### src/rtl/simd_act_pkg.sv
// Shared types and constants for the SIMD activation pipeline.
package simd_act_pkg;

    typedef enum logic [1:0] {
        ACT_BYPASS = 2'd0,
        ACT_RELU   = 2'd1,
        ACT_LEAKY  = 2'd2,
        ACT_CLIP   = 2'd3
    } act_mode_e;

    localparam int unsigned DEF_DATA_W      = 16;
    localparam int unsigned DEF_LANES       = 4;
    localparam int unsigned DEF_LEAKY_SHIFT = 3;

    // Bits needed to hold a count of 0..n zeroed lanes.
    function automatic int unsigned popcnt_w(input int unsigned n);
        return $clog2(n + 1);
    endfunction

endpackage

### src/rtl/simd_activation_pipe_if.sv
// Valid/ready input and output streams of the SIMD activation pipeline.
interface simd_activation_pipe_if
    import simd_act_pkg::*;
#(
    parameter int unsigned DATA_W = DEF_DATA_W,
    parameter int unsigned LANES  = DEF_LANES
);
    logic                      in_valid;
    logic                      in_ready;
    logic [LANES*DATA_W-1:0]   in_data;
    logic [1:0]                in_mode;
    logic [DATA_W-1:0]         in_clip_max;
    logic                      out_valid;
    logic                      out_ready;
    logic [LANES*DATA_W-1:0]   out_data;

    modport master (
        output in_valid, in_data, in_mode, in_clip_max, out_ready,
        input  in_ready, out_valid, out_data
    );

    modport slave (
        input  in_valid, in_data, in_mode, in_clip_max, out_ready,
        output in_ready, out_valid, out_data
    );
endinterface

### src/rtl/simd_activation_pipe_act_lane.sv
// Combinational single-lane activation: bypass, ReLU, leaky ReLU, clipped ReLU.
module act_lane
    import simd_act_pkg::*;
#(
    parameter int unsigned DATA_W      = DEF_DATA_W,
    parameter int unsigned LEAKY_SHIFT = DEF_LEAKY_SHIFT
) (
    input  logic [DATA_W-1:0] x,
    input  act_mode_e         mode,
    input  logic [DATA_W-1:0] clip_max,
    output logic [DATA_W-1:0] y,
    output logic              zeroed
);
    logic neg;

    assign neg = x[DATA_W-1];

    always_comb begin
        y = x;
        unique case (mode)
            ACT_BYPASS: y = x;
            ACT_RELU:   y = neg ? '0 : x;
            ACT_LEAKY:  y = neg ? DATA_W'($signed(x) >>> LEAKY_SHIFT) : x;
            ACT_CLIP:   y = neg ? '0 : ((x > clip_max) ? clip_max : x);
            default:    y = x;
        endcase
    end

    // Only lanes that were nonzero and became zero count as zeroed.
    assign zeroed = (y == '0) && (x != '0);

endmodule

### src/rtl/simd_activation_pipe.sv
// Two-stage valid/ready multi-lane activation unit.
// Optional zeroed-lane statistics counter enabled by defining ACT_STATS_EN.
module simd_activation_pipe
    import simd_act_pkg::*;
#(
    parameter int unsigned DATA_W      = DEF_DATA_W,
    parameter int unsigned LANES       = DEF_LANES,
    parameter int unsigned LEAKY_SHIFT = DEF_LEAKY_SHIFT
) (
    input  logic                  clk,
    input  logic                  rst,
    simd_activation_pipe_if.slave bus,
    input  logic                  stat_clr,
    output logic [31:0]           stat_zero_cnt
);
    localparam int unsigned W = LANES * DATA_W;

    logic              s1_valid;
    logic [W-1:0]      s1_data;
    act_mode_e         s1_mode;
    logic [DATA_W-1:0] s1_clip;
    logic              s2_valid;
    logic [W-1:0]      s2_data;
    logic              s1_load;
    logic              s2_load;
    logic [W-1:0]      act_data;
    logic [LANES-1:0]  lane_zeroed;

    assign s2_load      = !s2_valid || bus.out_ready;
    assign s1_load      = !s1_valid || s2_load;
    assign bus.in_ready = s1_load;
    assign bus.out_valid = s2_valid;
    assign bus.out_data  = s2_data;

    // Stage 1: capture the beat together with its mode and clamp.
    always_ff @(posedge clk or posedge rst) begin
        if (rst) begin
            s1_valid <= 1'b0;
            s1_data  <= '0;
            s1_mode  <= ACT_BYPASS;
            s1_clip  <= '0;
        end else if (s1_load) begin
            s1_valid <= bus.in_valid;
            if (bus.in_valid) begin
                s1_data <= bus.in_data;
                s1_mode <= act_mode_e'(bus.in_mode);
                s1_clip <= bus.in_clip_max;
            end
        end
    end

    for (genvar g = 0; g < int'(LANES); g++) begin : g_lane
        act_lane #(
            .DATA_W      (DATA_W),
            .LEAKY_SHIFT (LEAKY_SHIFT)
        ) u_lane (
            .x        (s1_data[g*DATA_W +: DATA_W]),
            .mode     (s1_mode),
            .clip_max (s1_clip),
            .y        (act_data[g*DATA_W +: DATA_W]),
            .zeroed   (lane_zeroed[g])
        );
    end

    // Stage 2: hold the activated beat until downstream accepts it.
    always_ff @(posedge clk or posedge rst) begin
        if (rst) begin
            s2_valid <= 1'b0;
            s2_data  <= '0;
        end else if (s2_load) begin
            s2_valid <= s1_valid;
            if (s1_valid) begin
                s2_data <= act_data;
            end
        end
    end

`ifdef ACT_STATS_EN
    localparam int unsigned ZW = popcnt_w(LANES);

    logic [ZW-1:0] lane_zcnt;
    logic [ZW-1:0] s2_zcnt;
    logic [31:0]   zero_cnt;
    logic [32:0]   cnt_sum;

    always_comb begin
        lane_zcnt = '0;
        for (int unsigned i = 0; i < LANES; i++) begin
            lane_zcnt = lane_zcnt + ZW'(lane_zeroed[i]);
        end
    end

    // Zeroed-lane count rides along with the beat in stage 2.
    always_ff @(posedge clk or posedge rst) begin
        if (rst) begin
            s2_zcnt <= '0;
        end else if (s2_load && s1_valid) begin
            s2_zcnt <= lane_zcnt;
        end
    end

    assign cnt_sum = {1'b0, zero_cnt} + 33'(s2_zcnt);

    // Saturating counter; clear wins over a same-cycle increment.
    always_ff @(posedge clk or posedge rst) begin
        if (rst) begin
            zero_cnt <= '0;
        end else if (stat_clr) begin
            zero_cnt <= '0;
        end else if (s2_valid && bus.out_ready) begin
            zero_cnt <= cnt_sum[32] ? 32'hFFFF_FFFF : cnt_sum[31:0];
        end
    end

    assign stat_zero_cnt = zero_cnt;
`else
    logic unused_stats;

    assign unused_stats  = ^{stat_clr, lane_zeroed};
    assign stat_zero_cnt = '0;
`endif

endmodule

### src/flat_wrapper.sv
// flat-port wrapper written by rule: the top's interface ports become plain ports
module simd_activation_pipe_flat import simd_act_pkg::*;
#(
    parameter int unsigned DATA_W      = DEF_DATA_W,
    parameter int unsigned LANES       = DEF_LANES,
    parameter int unsigned LEAKY_SHIFT = DEF_LEAKY_SHIFT
)
  (clk, rst, stat_clr, stat_zero_cnt, bus_in_valid, bus_in_data, bus_in_mode, bus_in_clip_max, bus_out_ready, bus_in_ready, bus_out_valid, bus_out_data);
  simd_activation_pipe_if #(.DATA_W(DATA_W), .LANES(LANES)) bus_i ();
  input  logic clk;
  input  logic rst;
  input  logic stat_clr;
  output logic [31:0] stat_zero_cnt;
  input wire logic [$bits(bus_i.in_valid)-1:0] bus_in_valid;
  input wire logic [$bits(bus_i.in_data)-1:0] bus_in_data;
  input wire logic [$bits(bus_i.in_mode)-1:0] bus_in_mode;
  input wire logic [$bits(bus_i.in_clip_max)-1:0] bus_in_clip_max;
  input wire logic [$bits(bus_i.out_ready)-1:0] bus_out_ready;
  output wire logic [$bits(bus_i.in_ready)-1:0] bus_in_ready;
  output wire logic [$bits(bus_i.out_valid)-1:0] bus_out_valid;
  output wire logic [$bits(bus_i.out_data)-1:0] bus_out_data;
  assign bus_i.in_valid = bus_in_valid;
  assign bus_i.in_data = bus_in_data;
  assign bus_i.in_mode = bus_in_mode;
  assign bus_i.in_clip_max = bus_in_clip_max;
  assign bus_i.out_ready = bus_out_ready;
  assign bus_in_ready = bus_i.in_ready;
  assign bus_out_valid = bus_i.out_valid;
  assign bus_out_data = bus_i.out_data;
  simd_activation_pipe #(.DATA_W(DATA_W), .LANES(LANES), .LEAKY_SHIFT(LEAKY_SHIFT)) u_core (.clk(clk), .rst(rst), .bus(bus_i), .stat_clr(stat_clr), .stat_zero_cnt(stat_zero_cnt));
endmodule
### config.mk
export PLATFORM = sky130hd
export DESIGN_NAME = simd_activation_pipe_flat
export DESIGN_NICKNAME = d
export VERILOG_FILES = /design/src/rtl/simd_act_pkg.sv /design/src/rtl/simd_activation_pipe_if.sv /design/src/rtl/simd_activation_pipe_act_lane.sv /design/src/rtl/simd_activation_pipe.sv /design/src/flat_wrapper.sv
export SDC_FILE = /design/constraint.sdc
export NUM_CORES = 1
export LEC_CHECK = 0
export ABC_AREA = 1
export CORE_ASPECT_RATIO = 0.75
export CORE_MARGIN = 8
export CORE_UTILIZATION = 35
export CTS_CLUSTER_DIAMETER = 150
export DETAILED_ROUTE_END_ITERATION = 12
export GPL_TIMING_DRIVEN = 0
export PLACE_DENSITY_LB_ADDON = 0.2
export SYNTH_ARGS = -nofsm -noshare
export SYNTH_HDL_FRONTEND = slang
export SYNTH_SLANG_ARGS = --single-unit
export TNS_END_PERCENT = 50
### constraint.sdc
create_clock -name clk -period 6.6 [get_ports clk]
set_clock_uncertainty 0.15 [all_clocks]
set_input_delay 0.99 -clock clk [delete_from_list [all_inputs] [get_ports clk]]
set_output_delay 0.99 -clock clk [all_outputs]
set_load 0.005 [all_outputs]
==> results.py <==
metrics = {
    "run_status": {
        "status": "finished clean",
    },
    "grt": {
        "grt_pass1_vias": 9684,
        "grt_start_max_net_pins": 79,
        "grt_pass1_wl_um": 56800,
        "antenna_found_initial": 0,
        "overflow": 0,
        "grtUsageTotal": 0.210,
    },
    "cts": {
        "cts_tree": "done",
        "ctsResizeCount": 0,
        "clockRootBuffer": "clkbuf_16",
        "htreeDepth": 4,
        "cts_made_buffers": 17,
        "cts_sinks": 148,
        "clk_pin_slew_worst_paths_ns": 0.05,
        "clockBufferDepth": 2,
        "holdBufCountCts": 0,
        "post_cts_buffers": 0,
        "clk_latency_ns": 0.44,
    },
    "timing": {
        "holdWs_ns": 0.326,
        "slew_viol_final": 0,
        "min_period_over_period": 0.522,
        "maxSlewHeadroom": 0.503,
        "setup_violations": 0,
        "max_freq_ghz": 0.290,
        "hold_viol_final": 0,
        "tightest_slew_ns": 0.746,
        "rsz0062_at_grt": "false",
        "layout_min_cycle_time_ns": 3.45,
    },
    "placed_design": {
        "place_inst": 1947,
        "hpwlAfterDp_um": 27500,
        "port_buffers": 151,
        "gp_congestion": 0.881,
    },
    "logic_synthesis": {
        "ys_seq_area_frac": 0.360,
        "ys_types": 31,
        "synth_warnings": 0,
        "ys_ff_latch": 148,
        "synth_area_um2": 10300,
        "synth_area_per_cell_um2": 7.49,
        "syn_inst": 1372,
    },
    "route": {
        "drc": 0,
        "ant_nets": 0,
        "via_per_inst": 5.10,
        "post_drt_wl_per_cell_um": 18.7,
        "via_count": 10086,
        "firstDrtPassIters": 7,
        "totalWireLength_um": 37000,
        "drt_iter0_markers": 768,
    },
    "pwr": {
        "ir_drop_v": 0.000195,
        "power_density_nw_per_um2": 327,
        "leakagePower_uw": 0.00636,
    },
    "hold_path": {
        "holdPathEnd": "u_core.bus.out_data[39]$_DFFE_PP0P_",
        "worst_hold_startpoint": "u_core.bus.out_data[39]$_DFFE_PP0P_",
        "min_path_cells": 2,
        "hold_class": "reg2reg",
    },
    "final_layout": {
        "nets": 1725,
        "area_growth_pct": 27.0,
        "drive_gt1_frac": 0.146,
        "fill_cells": 2897,
        "diodes": 0,
        "final_cells": 1978,
        "fin_util": 0.450,
    },
    "setup_path": {
        "cp-start-kind": "input port",
        "required_ns": 5.46,
        "path_delay_family": "buffers and inverters",
        "cp_common_cell": "clkdlybuf4s50_1",
        "crit_path_max_fanout": 3,
        "arrival_ns": 2.31,
        "reg2regPathDepth": 12,
        "path_buf_inv": 3,
        "max_stage_delay_ns": 0.56,
        "path_cells": "clkdlybuf4s50_1, inv_1, nand3_1, clkdlybuf4s50_1",
        "crit_slowest_cell": "clkdlybuf4s50_1",
        "r2r_start": "u_core.s1_clip[15]$_DFFE_PP0P_",
        "ff2ff_setup_slack_ns": 3.87,
        "worstSetupPathType": "in2out",
        "cp-end-kind": "primary output",
        "r2r_end": "u_core.bus.out_data[55]$_DFFE_PP0P_",
    },
    "die": {
        "die_h_um": 164,
        "initial_core_util": 0.355,
        "fp.coreArea_um2": 29000,
        "die-width_um": 214,
        "rows": 54,
        "die_area_um2": 35200,
        "pin_count": 185,
    },
    "job": {
        "cap_violations": 0,
    },
}
[area by class of cell]
cell class / instances / area [µm²] / share of cell area
plain buffers: 108 / 636 / 0.0487
clock buffers: 22 / 474 / 0.0363
clock inverters: 9 / 151 / 0.0116
inverters: 109 / 414 / 0.0317
multi-input cells: 1038 / 5650 / 0.433
flip-flops and latches: 148 / 3700 / 0.284
well taps: 392 / 490 / 0.0376
repair buffers: 152 / 1540 / 0.118
[flip-flops by register name (all words and copies together) (netlist names)]
signal	flops
u_core.s1_valid	1
u_core.s1_mode	2
u_core.bus.out_valid	1
u_core.s1_data	64
u_core.s1_clip	16
u_core.bus.out_data	64
[logic make-up (layout without fill, tap and decap cells)]
| family | after synthesis | count (layout) | synth area share |
|---|---|---|---|
| other | 1 | 32 | 0.000365 |
| AND/OR/NAND/NOR | 659 | 659 | 0.312 |
| flip-flops | 148 | 148 | 0.360 |
| multiplexers | 1 | 1 | 0.00110 |
| buffers and inverters | 217 | 400 | 0.102 |
| adder cells (fa/ha/maj) | 64 | 64 | 0.0779 |
| AO/OA/AOI/OAI | 282 | 282 | 0.147 |
[power by group]
group / internal, µW / total (µW) / switching [µW]
registers: 1140 / 1290 / 146
clock network: 660 / 1060 / 405
logic: 803 / 1920 / 1120
[tightest hold or removal path, stage by stage (launching register included)]
cell,delay (ns)
dfrtp_1,0.34
nand2_1,0.05
nand2_1,0.05
[through the flow]
step / total power [µW] / cell area [µm²] / setup TNS [ns] / setup WS, ns
after floorplan: 2410 / 10400 / 0 / 1.48
after global placement: 3180 / 12400 / -128.33 / -0.886
after detailed placement: 3210 / 12400 / 0 / 3.16
after CTS: 4290 / 13100 / 0 / 3.16
after global routing: 4570 / 13100 / 0 / 3.14
final: 4280 / 13100 / 0 / 3.15
[cells in the mapped netlist (all sizes together)]
master,n,area share
mux2,1,0.0011
o22ai,39,0.024
o21ai,10,0.0049
nand4,6,0.0049
conb,1,0.00036
dfrtp,148,0.36
nand2,403,0.16
a21oi,220,0.11
nor3,4,0.0063
o221ai,9,0.0077
ha,64,0.078
nand3,129,0.088
a21o,4,0.0029
buf,82,0.052
inv,109,0.040
clkbuf,26,0.0095
nor2,117,0.048
[layer usage]
layer	wire [µm]	global-route usage
met5	0	0
met2	15900	0.309
met3	3010	0.0482
met1	17300	0.301
met4	852	0.0616
[layout by cell type (no fill, tap or decap), types with 2 or more instances in the layout]
cell type,synthesis,layout
o21ai_0,9,9
a21o_1,4,4
buf_6,5,5
o221ai_1,9,9
o22ai_1,39,39
nor3_4,4,4
nand2_2,44,44
ha_1,64,64
clkbuf_1,26,28
inv_2,4,4
nand4_1,4,4
clkinv_2,0,3
clkbuf_8,0,3
nor2_4,4,4
clkdlybuf4s50_1,0,151
nand2_1,350,350
nand3_1,83,83
dfrtp_1,148,148
buf_2,37,37
nand2_4,9,9
buf_4,39,39
nand3_4,4,4
clkbuf_16,0,17
nand3_2,42,42
nor2_2,4,4
nand4_2,2,2
inv_1,105,104
a21oi_1,219,219
conb_1,1,32
bufinv_16,0,4
nor2_1,108,108
[worst max-delay path by stage]
stage,end,cells past startpoint,slack [ns],from
final,bus_in_ready,4,3.15,bus_out_ready
after global routing,bus_in_ready,4,3.14,bus_out_ready
after CTS,bus_in_ready,4,3.16,bus_out_ready
after detailed placement,bus_in_ready,4,3.16,bus_out_ready
after global placement,u_core.s1_data[21]$_DFFE_PP0P_,2,-0.89,rst
after floorplan,u_core.bus.out_data[0]$_DFFE_PP0P_,1,1.48,rst
Power figures use the tool's default switching activity.
